File: config.mk
export PLATFORM = sky130hd
export DESIGN_NAME = intf_chan_stream_buf_flat
export DESIGN_NICKNAME = d
export VERILOG_FILES = /design/src/rtl/intf_chan_stream_buf_if.sv /design/src/rtl/intf_chan_stream_buf.sv /design/src/flat_wrapper.sv
export SDC_FILE = /design/constraint.sdc
export NUM_CORES = 1
export LEC_CHECK = 0
export CAP_MARGIN = 0
export CORE_UTILIZATION = 45
export DETAILED_ROUTE_END_ITERATION = 6
export GPL_ROUTABILITY_DRIVEN = 0
export HOLD_SLACK_MARGIN = 0.08
export SYNTH_ARGS = -nofsm -noshare
export SYNTH_HDL_FRONTEND = slang
export SYNTH_SLANG_ARGS = --single-unit
File: constraint.sdc
create_clock -name clk -period 8.6 [get_ports clk]
set_input_delay 0.86 -clock clk [delete_from_list [all_inputs] [get_ports clk]]
set_output_delay 0.86 -clock clk [all_outputs]
set_load 0.02 [all_outputs]
File: src/rtl/intf_chan_stream_buf_if.sv
// Handshake bundle for the multi-channel stream buffer: per-channel inputs and one merged, channel-tagged output.
// INTF_CHAN_LEVEL_EN adds the per-channel fill-level bus.
interface intf_chan_stream_buf_if #(
    parameter int NCHAN = 4,
    parameter int WIDTH = 8,
    parameter int DEPTH = 4
);
    localparam int CW = (NCHAN > 1) ? $clog2(NCHAN) : 1;
    localparam int LW = $clog2(DEPTH) + 1;

    logic [NCHAN-1:0]       in_valid;
    logic [NCHAN-1:0]       in_ready;
    logic [NCHAN*WIDTH-1:0] in_data;
    logic                   out_valid;
    logic                   out_ready;
    logic [WIDTH-1:0]       out_data;
    logic [CW-1:0]          out_chan;
`ifdef INTF_CHAN_LEVEL_EN
    logic [NCHAN*LW-1:0]    level;
`endif

    modport master (
        output in_valid, in_data, out_ready,
`ifdef INTF_CHAN_LEVEL_EN
        input  level,
`endif
        input  in_ready, out_valid, out_data, out_chan
    );

    modport slave (
        input  in_valid, in_data, out_ready,
`ifdef INTF_CHAN_LEVEL_EN
        output level,
`endif
        output in_ready, out_valid, out_data, out_chan
    );
endinterface

File: src/rtl/intf_chan_stream_buf.sv
// Per-channel FIFOs merged by a round-robin arbiter into one registered, channel-tagged stream.
// Optional INTF_CHAN_LEVEL_EN exports each channel's registered FIFO count.
module intf_chan_stream_buf_fifo #(
    parameter int WIDTH = 8,
    parameter int DEPTH = 4
) (
    input  logic                     clk,
    input  logic                     rst_n,
    input  logic                     i_push,
    input  logic                     i_pop,
    input  logic [WIDTH-1:0]         i_data,
    output logic [WIDTH-1:0]         o_head,
    output logic [$clog2(DEPTH):0]   o_count
);
    localparam int AW = $clog2(DEPTH);
    localparam int LW = AW + 1;

    logic [WIDTH-1:0] r_mem [DEPTH];
    logic [AW-1:0]    r_wptr;
    logic [AW-1:0]    r_rptr;
    logic [LW-1:0]    r_count;

    // Storage is left unreset; only pointers and count define what is valid.
    always_ff @(posedge clk) begin
        if (i_push) r_mem[r_wptr] <= i_data;
    end

    always_ff @(posedge clk or negedge rst_n) begin
        if (!rst_n) begin
            r_wptr  <= '0;
            r_rptr  <= '0;
            r_count <= '0;
        end else begin
            if (i_push) r_wptr <= r_wptr + AW'(1);
            if (i_pop)  r_rptr <= r_rptr + AW'(1);
            case ({i_push, i_pop})
                2'b10:   r_count <= r_count + LW'(1);
                2'b01:   r_count <= r_count - LW'(1);
                default: r_count <= r_count;
            endcase
        end
    end

    assign o_head  = r_mem[r_rptr];
    assign o_count = r_count;
endmodule

module intf_chan_stream_buf #(
    parameter int NCHAN = 4,
    parameter int WIDTH = 8,
    parameter int DEPTH = 4
) (
    input  logic                 clk,
    input  logic                 rst_n,
    intf_chan_stream_buf_if.slave bus
);
    localparam int CW = (NCHAN > 1) ? $clog2(NCHAN) : 1;
    localparam int LW = $clog2(DEPTH) + 1;

    logic [NCHAN-1:0]            w_push;
    logic [NCHAN-1:0]            w_pop;
    logic [NCHAN-1:0]            w_nempty;
    logic [NCHAN-1:0]            w_ready;
    logic [NCHAN-1:0][WIDTH-1:0] w_head;
    logic [NCHAN-1:0][LW-1:0]    w_count;

    logic                        w_free;
    logic                        w_found;
    logic                        w_fire;
    logic [CW-1:0]               w_gnt;
    logic [CW-1:0]               w_idx;

    logic                        r_valid;
    logic [WIDTH-1:0]            r_data;
    logic [CW-1:0]               r_chan;
    logic [CW-1:0]               r_last;

    for (genvar c = 0; c < NCHAN; c++) begin : g_chan
        // Ready depends only on the registered count, never on out_ready.
        assign w_ready[c]  = (w_count[c] != LW'(DEPTH));
        assign w_nempty[c] = (w_count[c] != '0);
        assign w_push[c]   = bus.in_valid[c] && w_ready[c];
        assign w_pop[c]    = w_fire && (w_gnt == CW'(c));

        intf_chan_stream_buf_fifo #(
            .WIDTH (WIDTH),
            .DEPTH (DEPTH)
        ) u_fifo (
            .clk     (clk),
            .rst_n   (rst_n),
            .i_push  (w_push[c]),
            .i_pop   (w_pop[c]),
            .i_data  (bus.in_data[c*WIDTH +: WIDTH]),
            .o_head  (w_head[c]),
            .o_count (w_count[c])
        );

`ifdef INTF_CHAN_LEVEL_EN
        assign bus.level[c*LW +: LW] = w_count[c];
`endif
    end

    assign w_free = !r_valid || bus.out_ready;

    // Scan starts just past the last grant, so the previous winner is checked last.
    always_comb begin
        w_found = 1'b0;
        w_gnt   = '0;
        w_idx   = '0;
        for (int i = 1; i <= NCHAN; i++) begin
            w_idx = CW'((int'(r_last) + i) % NCHAN);
            if (!w_found && w_nempty[w_idx]) begin
                w_found = 1'b1;
                w_gnt   = w_idx;
            end
        end
    end

    assign w_fire = w_free && w_found;

    always_ff @(posedge clk or negedge rst_n) begin
        if (!rst_n) begin
            r_valid <= 1'b0;
            r_data  <= '0;
            r_chan  <= '0;
            r_last  <= CW'(NCHAN - 1);
        end else if (w_fire) begin
            r_valid <= 1'b1;
            r_data  <= w_head[w_gnt];
            r_chan  <= w_gnt;
            r_last  <= w_gnt;
        end else if (r_valid && bus.out_ready) begin
            r_valid <= 1'b0;
        end
    end

    assign bus.in_ready  = w_ready;
    assign bus.out_valid = r_valid;
    assign bus.out_data  = r_data;
    assign bus.out_chan  = r_chan;
endmodule

File: src/flat_wrapper.sv
// flat-port wrapper written by rule: the top's interface ports become plain ports
module intf_chan_stream_buf_flat 
#(
    parameter int NCHAN = 4,
    parameter int WIDTH = 8,
    parameter int DEPTH = 4
)
  (clk, rst_n, bus_in_valid, bus_in_data, bus_out_ready, bus_in_ready, bus_out_valid, bus_out_data, bus_out_chan);
  intf_chan_stream_buf_if #(.NCHAN(NCHAN), .WIDTH(WIDTH), .DEPTH(DEPTH)) bus_i ();
  input  logic clk;
  input  logic rst_n;
  input wire logic [$bits(bus_i.in_valid)-1:0] bus_in_valid;
  input wire logic [$bits(bus_i.in_data)-1:0] bus_in_data;
  input wire logic [$bits(bus_i.out_ready)-1:0] bus_out_ready;
  output wire logic [$bits(bus_i.in_ready)-1:0] bus_in_ready;
  output wire logic [$bits(bus_i.out_valid)-1:0] bus_out_valid;
  output wire logic [$bits(bus_i.out_data)-1:0] bus_out_data;
  output wire logic [$bits(bus_i.out_chan)-1:0] bus_out_chan;
  assign bus_i.in_valid = bus_in_valid;
  assign bus_i.in_data = bus_in_data;
  assign bus_i.out_ready = bus_out_ready;
  assign bus_in_ready = bus_i.in_ready;
  assign bus_out_valid = bus_i.out_valid;
  assign bus_out_data = bus_i.out_data;
  assign bus_out_chan = bus_i.out_chan;
  intf_chan_stream_buf #(.NCHAN(NCHAN), .WIDTH(WIDTH), .DEPTH(DEPTH)) u_core (.clk(clk), .rst_n(rst_n), .bus(bus_i));
endmodule
==> impl_metrics.json <==
{
  "p_per_area_nw_per_um2": 373.2,
  "initial_core_util": 0.4622,
  "portBuffers": 53,
  "synthSimpleGateAreaFrac": 0.06673,
  "layout_min_cycle_time_ps": 3217,
  "synth_xor_area_frac": 0.02955,
  "fmax_ghz": 0.3108,
  "path_clk_slew_ps": 60,
  "vias": 3840,
  "start_kind": "input port",
  "cp-end-kind": "flip-flop",
  "finalNetCount": 548,
  "holdPathEnd": "u_core.g_chan[2].u_fifo.o_count[0]",
  "critPathRequiredTime_ps": 8900,
  "rows": 46,
  "yosysSeqAreaShare": 0.6612,
  "rsz0062_at_grt": "no",
  "syn_inst": 428,
  "synth_area_um2": 7368,
  "critPathMaxStageDelay_ps": 450,
  "grt_max_degree": 42,
  "setup_viol": 0,
  "place_ws_ps": 4996,
  "die_area_um2": 16890,
  "muxShareOfSynthArea": 0.1114,
  "postCtsSetupRepairBufs": 0,
  "r2r_slack_ps": 5410,
  "overflow": 0,
  "maxCapViolCount": 0,
  "worstMarginPinSlew_ps": 933.7,
  "grt.total_usage": 0.1851,
  "layout_common_cells": "128 x edfxtp_1, 52 x clkdlybuf4s50_1, 39 x dfrtp_1",
  "drive_above_1_share": 0.1647,
  "drt-total-wl_mm": 14.18,
  "hold_depth": 1,
  "fin_worst_skew_ps": 11.89,
  "crit_type": "input port to flip-flop",
  "synth_top_family_by_area": "multiplexers",
  "crit_path_max_fanout": 21,
  "clkSinkCount": 169,
  "core_um2": 15940,
  "worst_slack_ps": 5383,
  "cts_tree": "yes",
  "synth-async-reset-ratio": 0.2426,
  "syn2layout_area_growth_pct": 17.73,
  "cp.arrival_ps": 3520,
  "die_h_um": 130.0,
  "synth_fa_ha_area_frac": 0.04483,
  "hold_viol": 0,
  "reg2regPathDepth": 10,
  "vias_per_cell": 5.378,
  "ant_nets": 0,
  "cts-root-buf": "clkbuf_16",
  "synth.distinct_cells": 50,
  "synth_enable_flop_cells": 128,
  "synth_flop_cell": "edfxtp_1",
  "final_common_cell": "edfxtp_1",
  "hpwlAfterDp_mm": 9.827,
  "grt_pass1_vias": 3980,
  "antenna_found_initial": 0,
  "grt_pass1_wl_mm": 22.30,
  "min_period_over_period": 0.3741,
  "cts_resized": 0,
  "wire_per_inst_um": 19.86,
  "h-tree-depth": 4,
  "timing.hold.worst.start": "u_core.g_chan[2].u_fifo.o_count[0]",
  "clk_latency_ps": 420,
  "critPathSlowestCell": "clkdlybuf4s50_1",
  "setup_tns_ps": 0,
  "cts_hold_buf": 0,
  "outcome": "completed",
  "synth_compound_area_frac": 0.05621,
  "ir_drop_mv": 0.1576,
  "cts_buffers": 17,
  "drt_iter0_markers": 209,
  "n_antenna_cell": 0,
  "maxSlewViolCount": 0,
  "die_w_um": 130.0,
  "ys.warnings.count": 0,
  "hp-class": "flip-flop to flip-flop",
  "avgSynthCellArea_um2": 17.22,
  "r2r_end": "u_core.g_chan[0].u_fifo.o_count[2]",
  "slew_headroom": 0.3775,
  "ioPinCount": 54,
  "postSynthNetCount": 491,
  "drc": 0,
  "clk_path_buf_depth": 2,
  "ys_ff_latch": 169,
  "p_leak_uw": 0.003160,
  "crit_chain": "clkdlybuf4s50_1, or2b_1, o41ai_4, buf_4, nor4_4, o21ai_1, inv_1, ha_1, inv_1, fa_1, xor2_1, nor2_1, xor2_1",
  "reg2reg_from": "u_core.g_chan[1].u_fifo.o_count[2]",
  "first_pass_iters": 4
}
cells in the mapped netlist, types with 2 or more instances:
cell type / count / area share
dfrtp_1: 39 / 0.13
a21o_1: 2 / 0.0020
and2_1: 4 / 0.0034
nor3_4: 3 / 0.0066
nand3_1: 4 / 0.0027
xor2_1: 9 / 0.011
or3_1: 2 / 0.0017
or3_4: 2 / 0.0031
buf_2: 3 / 0.0020
dfstp_2: 2 / 0.0071
a21oi_1: 2 / 0.0014
edfxtp_1: 128 / 0.52
buf_6: 7 / 0.011
mux4_2: 32 / 0.098
nor3_1: 2 / 0.0014
a221o_1: 8 / 0.011
o211ai_1: 10 / 0.010
mux2i_1: 10 / 0.014
nor2_1: 8 / 0.0041
o31ai_1: 8 / 0.0082
nand3_2: 3 / 0.0041
nand2_1: 16 / 0.0082
and3_4: 2 / 0.0031
xnor2_1: 14 / 0.017
inv_1: 27 / 0.014
ha_1: 20 / 0.034
o21ai_0: 7 / 0.0048
and3_1: 16 / 0.014
nand4_1: 10 / 0.0085
buf_1: 5 / 0.0025
fa_1: 4 / 0.011
per-stage QoR:
stage | hold WS, ps | std cells | utilization | total power (uW) | area (um2)
global placement | 473.7 | 682 | 0.5050 | 2409 | 8051
floorplan | 455.5 | 428 | - | 2117 | 7368
CTS | 494.9 | 714 | 0.5441 | 3269 | 8675
global route | 518.9 | 714 | 0.5441 | 3418 | 8675
detailed placement | 487.4 | 682 | 0.5050 | 2453 | 8051
finish | 486.7 | 714 | 0.5441 | 3237 | 8675
report_power, final:
part / switching [uW] / internal, uW
combinational: 593 / 514
sequential: 199 / 1120
clock: 298 / 515
flip-flops by register name, indices dropped and copies added (netlist names):
name / cells
u_core.bus.out_chan: 2
u_core.bus.out_data: 8
u_core.bus.out_valid: 1
u_core.g_chan.u_fifo.o_count: 12
u_core.g_chan.u_fifo.r_mem: 128
u_core.g_chan.u_fifo.r_rptr: 8
u_core.g_chan.u_fifo.r_wptr: 8
u_core.r_last: 2
worst max path at each step:
stage	startpoint	end	slack (ps)
after floorplan	u_core.g_chan[3].u_fifo.o_count[0]	u_core.g_chan[1].u_fifo.o_count[2]	5820
after detailed placement	bus_out_ready	u_core.g_chan[1].u_fifo.o_count[2]	5000
final	bus_out_ready	u_core.g_chan[3].u_fifo.o_count[2]	5380
after global placement	bus_out_ready	u_core.g_chan[3].u_fifo.o_count[2]	5110
after CTS	u_core.g_chan[1].u_fifo.o_count[2]	u_core.g_chan[0].u_fifo.o_count[2]	5410
after global routing	bus_out_ready	u_core.g_chan[3].u_fifo.o_count[2]	5170
kinds of logic after synthesis:
kind of cell | Yosys count
xor+xnor | 24
mux | 42
fa+ha+maj | 24
flops | 169
buf+inv | 43
compound gates | 49
simple gates | 77
routing by layer:
layer  part of all wire  vias to the layer above  global-route usage
li1                   -                     1777                   -
met1               0.48                     1971              0.2570
met2               0.47                       79              0.2944
met3              0.031                       13             0.03526
met4              0.013                        0             0.06361
met5                  0                        -                   0
worst max-delay path, delay by kind of cell:
kind	cells	cell delay [ps]
buffers and inverters	4	840
AO/OA/AOI/OAI	2	300
adder cells (fa/ha/maj)	2	580
XOR/XNOR	2	330
AND/OR/NAND/NOR	3	610
layout make-up:
cell class	count	area [um2]
fillers	1286	7268
multi-input cells	216	2275
repair buffers	54	533.0
inverters	27	101.3
flip-flops and latches	169	4872
well taps	216	270.3
clock buffers	23	447.9
clock inverters	9	175.2
Power figures use the tool's default switching activity.
